--- src/rtl/trap_pkg.sv ---
// Shared definitions for the machine-mode trap sequencer: state encoding,
// CSR addresses, cause codes, system-instruction encodings and mstatus helpers.
package trap_pkg;

    typedef enum logic [2:0] {
        ST_IDLE        = 3'd0,
        ST_SAVE_EPC    = 3'd1,
        ST_SAVE_CAUSE  = 3'd2,
        ST_SAVE_STATUS = 3'd3,
        ST_MRET_STATUS = 3'd4,
        ST_JUMP        = 3'd5
    } trap_state_e;

    localparam logic [11:0] CSR_MEPC    = 12'h341;
    localparam logic [11:0] CSR_MCAUSE  = 12'h342;
    localparam logic [11:0] CSR_MSTATUS = 12'h300;

    localparam logic [31:0] CAUSE_ECALL  = 32'd11;
    localparam logic [31:0] CAUSE_EBREAK = 32'd3;
    localparam logic [31:0] CAUSE_IRQ    = 32'h8000_000B;

    localparam logic [31:0] INST_ECALL  = 32'h0000_0073;
    localparam logic [31:0] INST_EBREAK = 32'h0010_0073;
    localparam logic [31:0] INST_MRET   = 32'h3020_0073;

    localparam int MSTATUS_MIE  = 3;
    localparam int MSTATUS_MPIE = 7;

    // Vector slot used by the machine external interrupt in vectored mode.
    localparam int IRQ_VEC_IDX = 11;

    function automatic logic [31:0] mstatus_enter_trap(input logic [31:0] s);
        logic [31:0] r;
        r               = s;
        r[MSTATUS_MPIE] = s[MSTATUS_MIE];
        r[MSTATUS_MIE]  = 1'b0;
        return r;
    endfunction

    function automatic logic [31:0] mstatus_leave_trap(input logic [31:0] s);
        logic [31:0] r;
        r               = s;
        r[MSTATUS_MIE]  = s[MSTATUS_MPIE];
        r[MSTATUS_MPIE] = 1'b1;
        return r;
    endfunction

endpackage

--- src/rtl/trap_decode.sv ---
// Combinational classification of the decode-stage instruction into
// ecall / ebreak / mret.
module trap_decode
    import trap_pkg::*;
(
    input  logic [31:0] inst_i,
    output logic        is_ecall_o,
    output logic        is_ebreak_o,
    output logic        is_mret_o
);

    assign is_ecall_o  = (inst_i == INST_ECALL);
    assign is_ebreak_o = (inst_i == INST_EBREAK);
    assign is_mret_o   = (inst_i == INST_MRET);

endmodule

--- src/rtl/trap_ctrl.sv ---
// Machine-mode trap sequencer: saves mepc/mcause/mstatus over successive
// cycles, then redirects. Define TRAP_VECTORED_EN for vectored interrupt entry.
module trap_ctrl
    import trap_pkg::*;
#(
    parameter int MTVEC_ALIGN = 4
) (
    input  logic        clk,
    input  logic        rst_n,
    input  logic [31:0] inst_i,
    input  logic [31:0] inst_addr_i,
    input  logic        irq_i,
    input  logic        jump_ena_i,
    input  logic [31:0] jump_addr_i,
    input  logic        hold_flag_i,
    input  logic [31:0] csr_mtvec_i,
    input  logic [31:0] csr_mepc_i,
    input  logic [31:0] csr_mstatus_i,
    output logic        csr_we_o,
    output logic [11:0] csr_waddr_o,
    output logic [31:0] csr_wdata_o,
    output logic        hold_flag_o,
    output logic        jump_ena_o,
    output logic [31:0] jump_addr_o
);

    logic is_ecall, is_ebreak, is_mret;

    trap_decode u_decode (
        .inst_i      (inst_i),
        .is_ecall_o  (is_ecall),
        .is_ebreak_o (is_ebreak),
        .is_mret_o   (is_mret)
    );

    trap_state_e state_q, state_d;
    logic [31:0] mepc_q, mepc_d;
    logic [31:0] mcause_q, mcause_d;
    logic        mret_q, mret_d;
    logic        irq_q, irq_d;

    logic        sync_evt, irq_evt, accept;
    logic [31:0] trap_base, trap_target;

    // A flushed instruction must not raise a synchronous trap.
    assign sync_evt  = (is_ecall | is_ebreak | is_mret) & ~jump_ena_i;
    assign irq_evt   = irq_i & csr_mstatus_i[MSTATUS_MIE];
    assign trap_base = {csr_mtvec_i[31:2], 2'b00};

`ifdef TRAP_VECTORED_EN
    assign trap_target = (irq_q && (csr_mtvec_i[1:0] == 2'b01))
                       ? trap_base + 32'(MTVEC_ALIGN * IRQ_VEC_IDX)
                       : trap_base;
`else
    logic unused_cfg;
    assign unused_cfg  = ^{irq_q, csr_mtvec_i[1:0], 32'(MTVEC_ALIGN)};
    assign trap_target = trap_base;
`endif

    always_ff @(posedge clk or negedge rst_n) begin
        if (!rst_n) begin
            state_q  <= ST_IDLE;
            mepc_q   <= '0;
            mcause_q <= '0;
            mret_q   <= 1'b0;
            irq_q    <= 1'b0;
        end else begin
            state_q  <= state_d;
            mepc_q   <= mepc_d;
            mcause_q <= mcause_d;
            mret_q   <= mret_d;
            irq_q    <= irq_d;
        end
    end

    always_comb begin
        state_d     = state_q;
        mepc_d      = mepc_q;
        mcause_d    = mcause_q;
        mret_d      = mret_q;
        irq_d       = irq_q;
        accept      = 1'b0;
        csr_we_o    = 1'b0;
        csr_waddr_o = '0;
        csr_wdata_o = '0;
        hold_flag_o = 1'b0;
        jump_ena_o  = 1'b0;
        jump_addr_o = '0;

        unique case (state_q)
            ST_IDLE: begin
                if (!hold_flag_i) begin
                    if (sync_evt) begin
                        accept = 1'b1;
                        if (is_mret) begin
                            state_d = ST_MRET_STATUS;
                            mret_d  = 1'b1;
                        end else begin
                            state_d  = ST_SAVE_EPC;
                            mret_d   = 1'b0;
                            irq_d    = 1'b0;
                            mepc_d   = inst_addr_i;
                            mcause_d = is_ecall ? CAUSE_ECALL : CAUSE_EBREAK;
                        end
                    end else if (irq_evt) begin
                        accept   = 1'b1;
                        state_d  = ST_SAVE_EPC;
                        mret_d   = 1'b0;
                        irq_d    = 1'b1;
                        mepc_d   = jump_ena_i ? jump_addr_i : inst_addr_i;
                        mcause_d = CAUSE_IRQ;
                    end
                end
                // Accept stalls the pipeline in the same cycle; suppressed under reset.
                hold_flag_o = accept & rst_n;
            end
            ST_SAVE_EPC: begin
                state_d     = ST_SAVE_CAUSE;
                hold_flag_o = 1'b1;
                csr_we_o    = 1'b1;
                csr_waddr_o = CSR_MEPC;
                csr_wdata_o = mepc_q;
            end
            ST_SAVE_CAUSE: begin
                state_d     = ST_SAVE_STATUS;
                hold_flag_o = 1'b1;
                csr_we_o    = 1'b1;
                csr_waddr_o = CSR_MCAUSE;
                csr_wdata_o = mcause_q;
            end
            ST_SAVE_STATUS: begin
                state_d     = ST_JUMP;
                hold_flag_o = 1'b1;
                csr_we_o    = 1'b1;
                csr_waddr_o = CSR_MSTATUS;
                csr_wdata_o = mstatus_enter_trap(csr_mstatus_i);
            end
            ST_MRET_STATUS: begin
                state_d     = ST_JUMP;
                hold_flag_o = 1'b1;
                csr_we_o    = 1'b1;
                csr_waddr_o = CSR_MSTATUS;
                csr_wdata_o = mstatus_leave_trap(csr_mstatus_i);
            end
            ST_JUMP: begin
                state_d     = ST_IDLE;
                hold_flag_o = 1'b1;
                jump_ena_o  = 1'b1;
                jump_addr_o = mret_q ? csr_mepc_i : trap_target;
            end
            default: begin
                state_d = ST_IDLE;
            end
        endcase
    end

endmodule

--- config.mk ---
export PLATFORM = sky130hd
export DESIGN_NAME = trap_ctrl
export DESIGN_NICKNAME = d
export VERILOG_FILES = /design/src/rtl/trap_pkg.sv /design/src/rtl/trap_decode.sv /design/src/rtl/trap_ctrl.sv
export SDC_FILE = /design/constraint.sdc
export NUM_CORES = 1
export LEC_CHECK = 0
export CAP_MARGIN = 20
export CORE_MARGIN = 8
export CORE_UTILIZATION = 29
export DETAILED_ROUTE_END_ITERATION = 7
export PLACE_DENSITY = 0.76
export SLEW_MARGIN = 10
export SYNTH_ARGS = -nofsm -noshare
export SYNTH_HDL_FRONTEND = slang
export SYNTH_SLANG_ARGS = --single-unit
export TNS_END_PERCENT = 20
--- constraint.sdc ---
create_clock -name clk -period 2.2 [get_ports clk]
set_input_delay 0.44 -clock clk [delete_from_list [all_inputs] [get_ports clk]]
set_output_delay 0.44 -clock clk [all_outputs]
set_load 0.02 [all_outputs]
# After elaboration in Yosys (flattened, before gate mapping)
# Index checks and enable logic that the tools add are counted.
# W data, S select, Z words.
[op_classes] reduce_logical=8 n_bitwise=7 eq_ne=11 mux=27
[ops] operator="$mux W32" count=9
[ops] operator="$pmux W32 S4" count=1
[ops] operator="$eq A32 B21 Y1 const B" count=1
[ops] operator="$eq A32 B30 Y1 const B" count=1
[ops] operator="$eq A32 B7 Y1 const B" count=1
[ops] operator="$pmux W10 S3" count=1
[ops] operator="$mux W3" count=4
[ops] operator="$pmux W3 S4" count=1
[ops] operator="$mux W1" count=9
[ops] operator="$eq A3 B2 Y1 const B" count=2
[ops] operator="$eq A3 B3 Y1 const B" count=2
[ops] operator="$reduce_or A5 Y1" count=1
[ops] operator="$mux W4" count=1
[ops] operator="$ne A2 B2 Y1 const B" count=2
[ops] operator="$reduce_and A4 Y1" count=1
[ops] operator="$reduce_or A4 Y1" count=1
[ops] operator="$and A1 B1 Y1" count=3
[ops] operator="$eq A3 B1 Y1 const B" count=1
[ops] operator="$logic_not A3 Y1" count=1
[ops] operator="$ne A3 B3 Y1 const B" count=1
[ops] operator="$reduce_and A3 Y1" count=1
[ops] operator="$not A1 Y1" count=2
[ops] operator="$or A1 B1 Y1" count=2
[ops] operator="$pmux W1 S2" count=1
[ops] operator="other kinds (3)" count=3
[word_totals] input_bits=197 output_inout_bits=79 word_cells=57 regBits=68

# Logic depth before layout (Yosys ltp)
[depth] word_depth=9 depth_mapped=7 ltp_nobuf=5

# Modules after synthesis
# Synthesis repeated with hierarchy kept, for this count alone.
[unflattened] cells_unflattened=299 hier_area_um2=3156.8
[by_module_without_submodules] module="trap_ctrl" cells_per_inst=283 area_per_inst_um2=3046.7 n_inst=1 seq_area_each_um2=975.9
[by_module_without_submodules] module="trap_decode" cells_per_inst=16 area_per_inst_um2=110.1 n_inst=1 seq_area_each_um2=0.0

# Least setup slack after synthesis
# No wires, ideal clock.
[synth_path] kind="input port to flip-flop" startpoint="input port inst_i[10]" endpoint="register mepc_q[0]" required_time_ns=2.075 path_slack_ns=-0.082 arrival_time_ns=2.157 path_stages=6 n_path_buf=1 setup_ns=0.125 path_cell_list="or4_1 -> nor4_4 -> nand3_1 -> o21ai_4 -> buf_6 -> mux2_4"
[synth_via] elab_chain_len=6 elab_cells_between_ends=10 classes_between="eq/ne: 4; mux: 1; bitwise: 3; reduce/logical: 2"
[synth_rtl] item="start: declaration" line="trap_ctrl.sv:10" text="input logic [31:0] inst_i,"
[synth_rtl] item="$eq A32 B7 Y1 or $eq A32 B21 Y1 (tied branches)" line="trap_decode.sv:12, trap_decode.sv:13"
[synth_rtl] item="$or A1 B1 Y1 (2 in a row)" line="trap_ctrl.sv:46" text="assign sync_evt = (is_ecall | is_ebreak | is_mret) & ~jump_ena_i;"
[synth_rtl] item="$and A1 B1 Y1" line="trap_ctrl.sv:46"
[synth_rtl] item="$ne A2 B2 Y1 (no line) or $reduce_bool A2 Y1 (tied branches)"
[synth_rtl] item="$reduce_and A4 Y1 (no line)"
[synth_rtl] item="end signal: assignment" line="trap_ctrl.sv:69" text="mepc_q <= mepc_d;"
[synth_rtl] item="end: declaration" line="trap_ctrl.sv:37" text="logic [31:0] mepc_q, mepc_d;"
# Parallel ways exist; a longest one is shown, timed or not.
# A chain may end at the register's enable or synchronous reset.

# Final worst setup path
[layout_path] startpoint="input port inst_i[10]" endpoint="output port hold_flag_o"
[layout_via] elab_chain_len=9 elab_cells_between_ends=11 classes_between="eq/ne: 3; mux: 4; bitwise: 4"
[layout_rtl] item="$eq A32 B7 Y1 or $eq A32 B21 Y1 (tied branches)" line="trap_decode.sv:12, trap_decode.sv:13"
[layout_rtl] item="$or A1 B1 Y1" line="trap_ctrl.sv:46"
[layout_rtl] item="$or A1 B1 Y1 (*)" line="trap_ctrl.sv:46"
[layout_rtl] item="$and A1 B1 Y1 (*)" line="trap_ctrl.sv:46"
[layout_rtl] item="$mux W1 (*)" line="trap_ctrl.sv:93" text="if (sync_evt) begin"
[layout_rtl] item="$mux W1 (*)" line="trap_ctrl.sv:92" text="if (!hold_flag_i) begin"
[layout_rtl] item="$mux W1 (*)" line="trap_ctrl.sv:90" text="unique case (state_q)"
[layout_rtl] item="$and A1 B1 Y1 (*)" line="trap_ctrl.sv:115" text="hold_flag_o = accept & rst_n;"
[layout_rtl] item="$pmux W1 S2 (*)" line="trap_ctrl.sv:90"
[layout_rtl] item="end: declaration" line="trap_ctrl.sv:22" text="output logic hold_flag_o,"
# Mark *: on every way between the ends. The rest lies on a longest branch, timed or not. The select of a mux whose other input is x is not followed.

==> summary.txt <==
Outcome
  • Status: finished, violations left
  • Violated checks: negative setup slack

Routing
  • Avg Vias per Cell: 4.70
  • Residual DRC: 0
  • Antenna Nets Post-Route: 0
  • DR vias: 3,428
  • DRT iter0 DRCs: 149
  • Drt total wl: 13,400 um
  • Initial DRT Pass Iterations: 4
  • Per-cell routed wire length: 18.3 um

Timing
  • Final hold vios: 0
  • # setup viols final: 4
  • Layout Skew: 0.00513 ns
  • Setup repair after global routing missed its margin: yes
  • Fmax: 0.425 GHz
  • Final Slew Violations: 0
  • Final WS setup: -0.151 ns
  • Final worst-path cycle share: 107%
  • TNS Setup: -0.194 ns
  • Post-layout min period: 2.35 ns

Power and ir drop
  • LEAKAGE: 2.71 nW
  • Pwr dens: 951 nW/um2
  • Peak VDD IR: 0.779 mV
  • Total power: 5.71 mW

Setup path
  • Crit path DAT: 1.91 ns
  • Critical R2R Capture: mepc_q[25]$_DFFE_PN0P_
  • CP Capture Type: primary output
  • R2R Setup Slk: 0.09 ns
  • CP Max Fanout: 2
  • Worst EP required: 1.76 ns
  • R2R depth: 8
  • R2r startpoint: state_q[1]$_DFFE_PN0P_
  • Startpoint types: input port
  • Critical path class: input port to primary output

Synthesis
  • #FFs+latches synth: 39
  • Seq/Total Area, Yosys: 31.1%
  • Syn Inst Count: 302
  • Number of synthesized flops with an enable pin: 0
  • Fraction of registers with async set/reset: 100%
  • Post-synth top area cell: dfrtp_1
  • Ranking of synthesized cells by area: dfrtp_1, mux2_4, mux2_2
  • Avg Synthesized Cell Area: 10.4 um2
  • Post-synth cell types: 39
  • Most frequent cells after synthesis: dfrtp_1, mux2_2, nor2_1, mux2i_1, mux2_4
  • Synth Flop Type: dfrtp_1
  • Synth warnings: 0
  • Synth top area share: 31.1%
  • Most frequent cell after synthesis: dfrtp_1
  • Synth Cell Area: 3140 um2

Floorplanning
  • Die Width: 120 um
  • FP Rows: 38
  • Die Footprint: 14,400 um2
  • Starting Density: 29.3%
  • Core area: 10,700 um2
  • Die H: 120 um
  • Top Ports: 276

CTS
  • Hold-fix buffers, CTS: 0
  • CTS H-tree depth: 2
  • TritonCTS Buffers: 5
  • CTS tree: yes
  • Worst-Skew Late Latency: 0.29 ns
  • Root Driver: clkbuf_8
  • Clk buf depth: 2
  • TritonCTS sink count: 39
  • Reg clk slew, reported paths: 0.08 ns
  • Setup Fix Bufs, Post-CTS: 0

Placed design
  • Placer Congestion: 0.843
  • Place WS: -1.01 ns
  • IO buf count: 266
  • Detail Placement HPWL: 11,400 um

Global route
  • Vias in the first global route: 3,820
  • Initial antenna violation count: 0
  • First-pass GRT wire length: 20,300 um
  • GRT Overall Usage: 17.5%
  • Largest net degree at the start of global routing: 40
  • Global route total overflow: 0

Finish
  • Fillers: 977
  • Final #Nets: 786
  • Share of cells above drive strength 1: 35.1%
  • Synth-to-Final Area Change: 91.4%
  • Diodes inserted: 0

Hold path
  • Hold Path Class: input port to asynchronous set/reset pin

Job
  • Max Cap Violations: 0
==> cells in the final DEF, fill, tap and decap left out, drive strengths merged, types with 4 or more instances in the layout <==
master	n
nand2	12
a22o	27
a21oi	5
nor2	34
dfrtp	39
mux2i	30
o21ai	8
a22oi	4
clkdlybuf4s50	185
nor4	4
clkdlybuf4s15	4
nor2b	9
conb	7
clkbuf	38
nand3	4
nor3	4
buf	83
and3	5
mux2	65
==> metrics by stage <==
step,util (%),hold slack (ns),std cells,instance area [um2]
final,56.2,0.240,730,6010
after global routing,56.2,0.279,730,6010
after CTS,57.2,0.256,730,6120
after detailed placement,57.6,0.456,722,6160
after global placement,57.6,0.456,722,6160
after floorplan,-,0.144,308,3170
==> layer usage <==
metal	up-vias	track usage [%]	wire length [um]
li1	1665	-	-
met2	151	33.7	7210
met5	-	0	0
met4	0	3.36	141
met3	8	5.40	1130
met1	1604	18.2	4900
==> worst max-delay path by stage <==
stage               start  slack (ns)           to
5_1_grt        inst_i[10]       -0.25  hold_flag_o
4_1_cts        inst_i[11]       -0.22  hold_flag_o
6_report       inst_i[10]       -0.15  hold_flag_o
3_5_place_dp   inst_i[10]       -1.01  hold_flag_o
3_3_place_gp   inst_i[10]        -1.0  hold_flag_o
2_1_floorplan  inst_i[10]       -0.03  hold_flag_o
==> state kept, by name, indices dropped and copies added, names as in the netlist <==
| name | count |
|---|---|
| mepc_q | 32 |
| mcause_q | 3 |
| state_q | 3 |
| mret_q | 1 |
==> critical path: stages <==
cell and delay (ns):
buf_6 0.09, or4_4 0.53, nor4_4 0.32, nand2_1 0.13, o21ai_2 0.12, a31o_2 0.16, buf_6 0.11
==> report_power, final <==
part	leakage (nW)	internal [mW]	switching (mW)	total [mW]
clock network	0.0703	0.460	0.268	0.728
registers	0.469	1.06	0.245	1.31
logic	2.17	1.90	1.78	3.68
==> what timing repair did <==
| item | in CTS | in global routing |
|---|---|---|
| pin swaps | 7 | 5 |
| resized for setup | 211 | 80 |
| endpoints found under the hold margin | 0 | 0 |
| setup endpoints to repair | 106 | 101 |
==> kinds of logic (layout without fill, tap and decap cells) <==
kind of cell	count (synthesis)	count (layout)	synth area share, %
buffers and inverters	33	315	5.90
flip-flops	39	39	31.1
AO/OA/AOI/OAI	50	50	12.6
AND/OR/NAND/NOR	84	84	13.9
other	1	7	0.119
multiplexers	95	95	36.3
==> final cells by class <==
cell class	instances	area [um2]	share of cell area (%)
timing repair buffer	306	2660	44.3
multi-input combinational	236	2050	34.2
sequential	39	976	16.2
tap	140	175	2.92
clock inverter	3	71.3	1.19
clock buffer	5	68.8	1.15
inverter	1	3.75	0.0625
(Power assumes the default switching activity.)
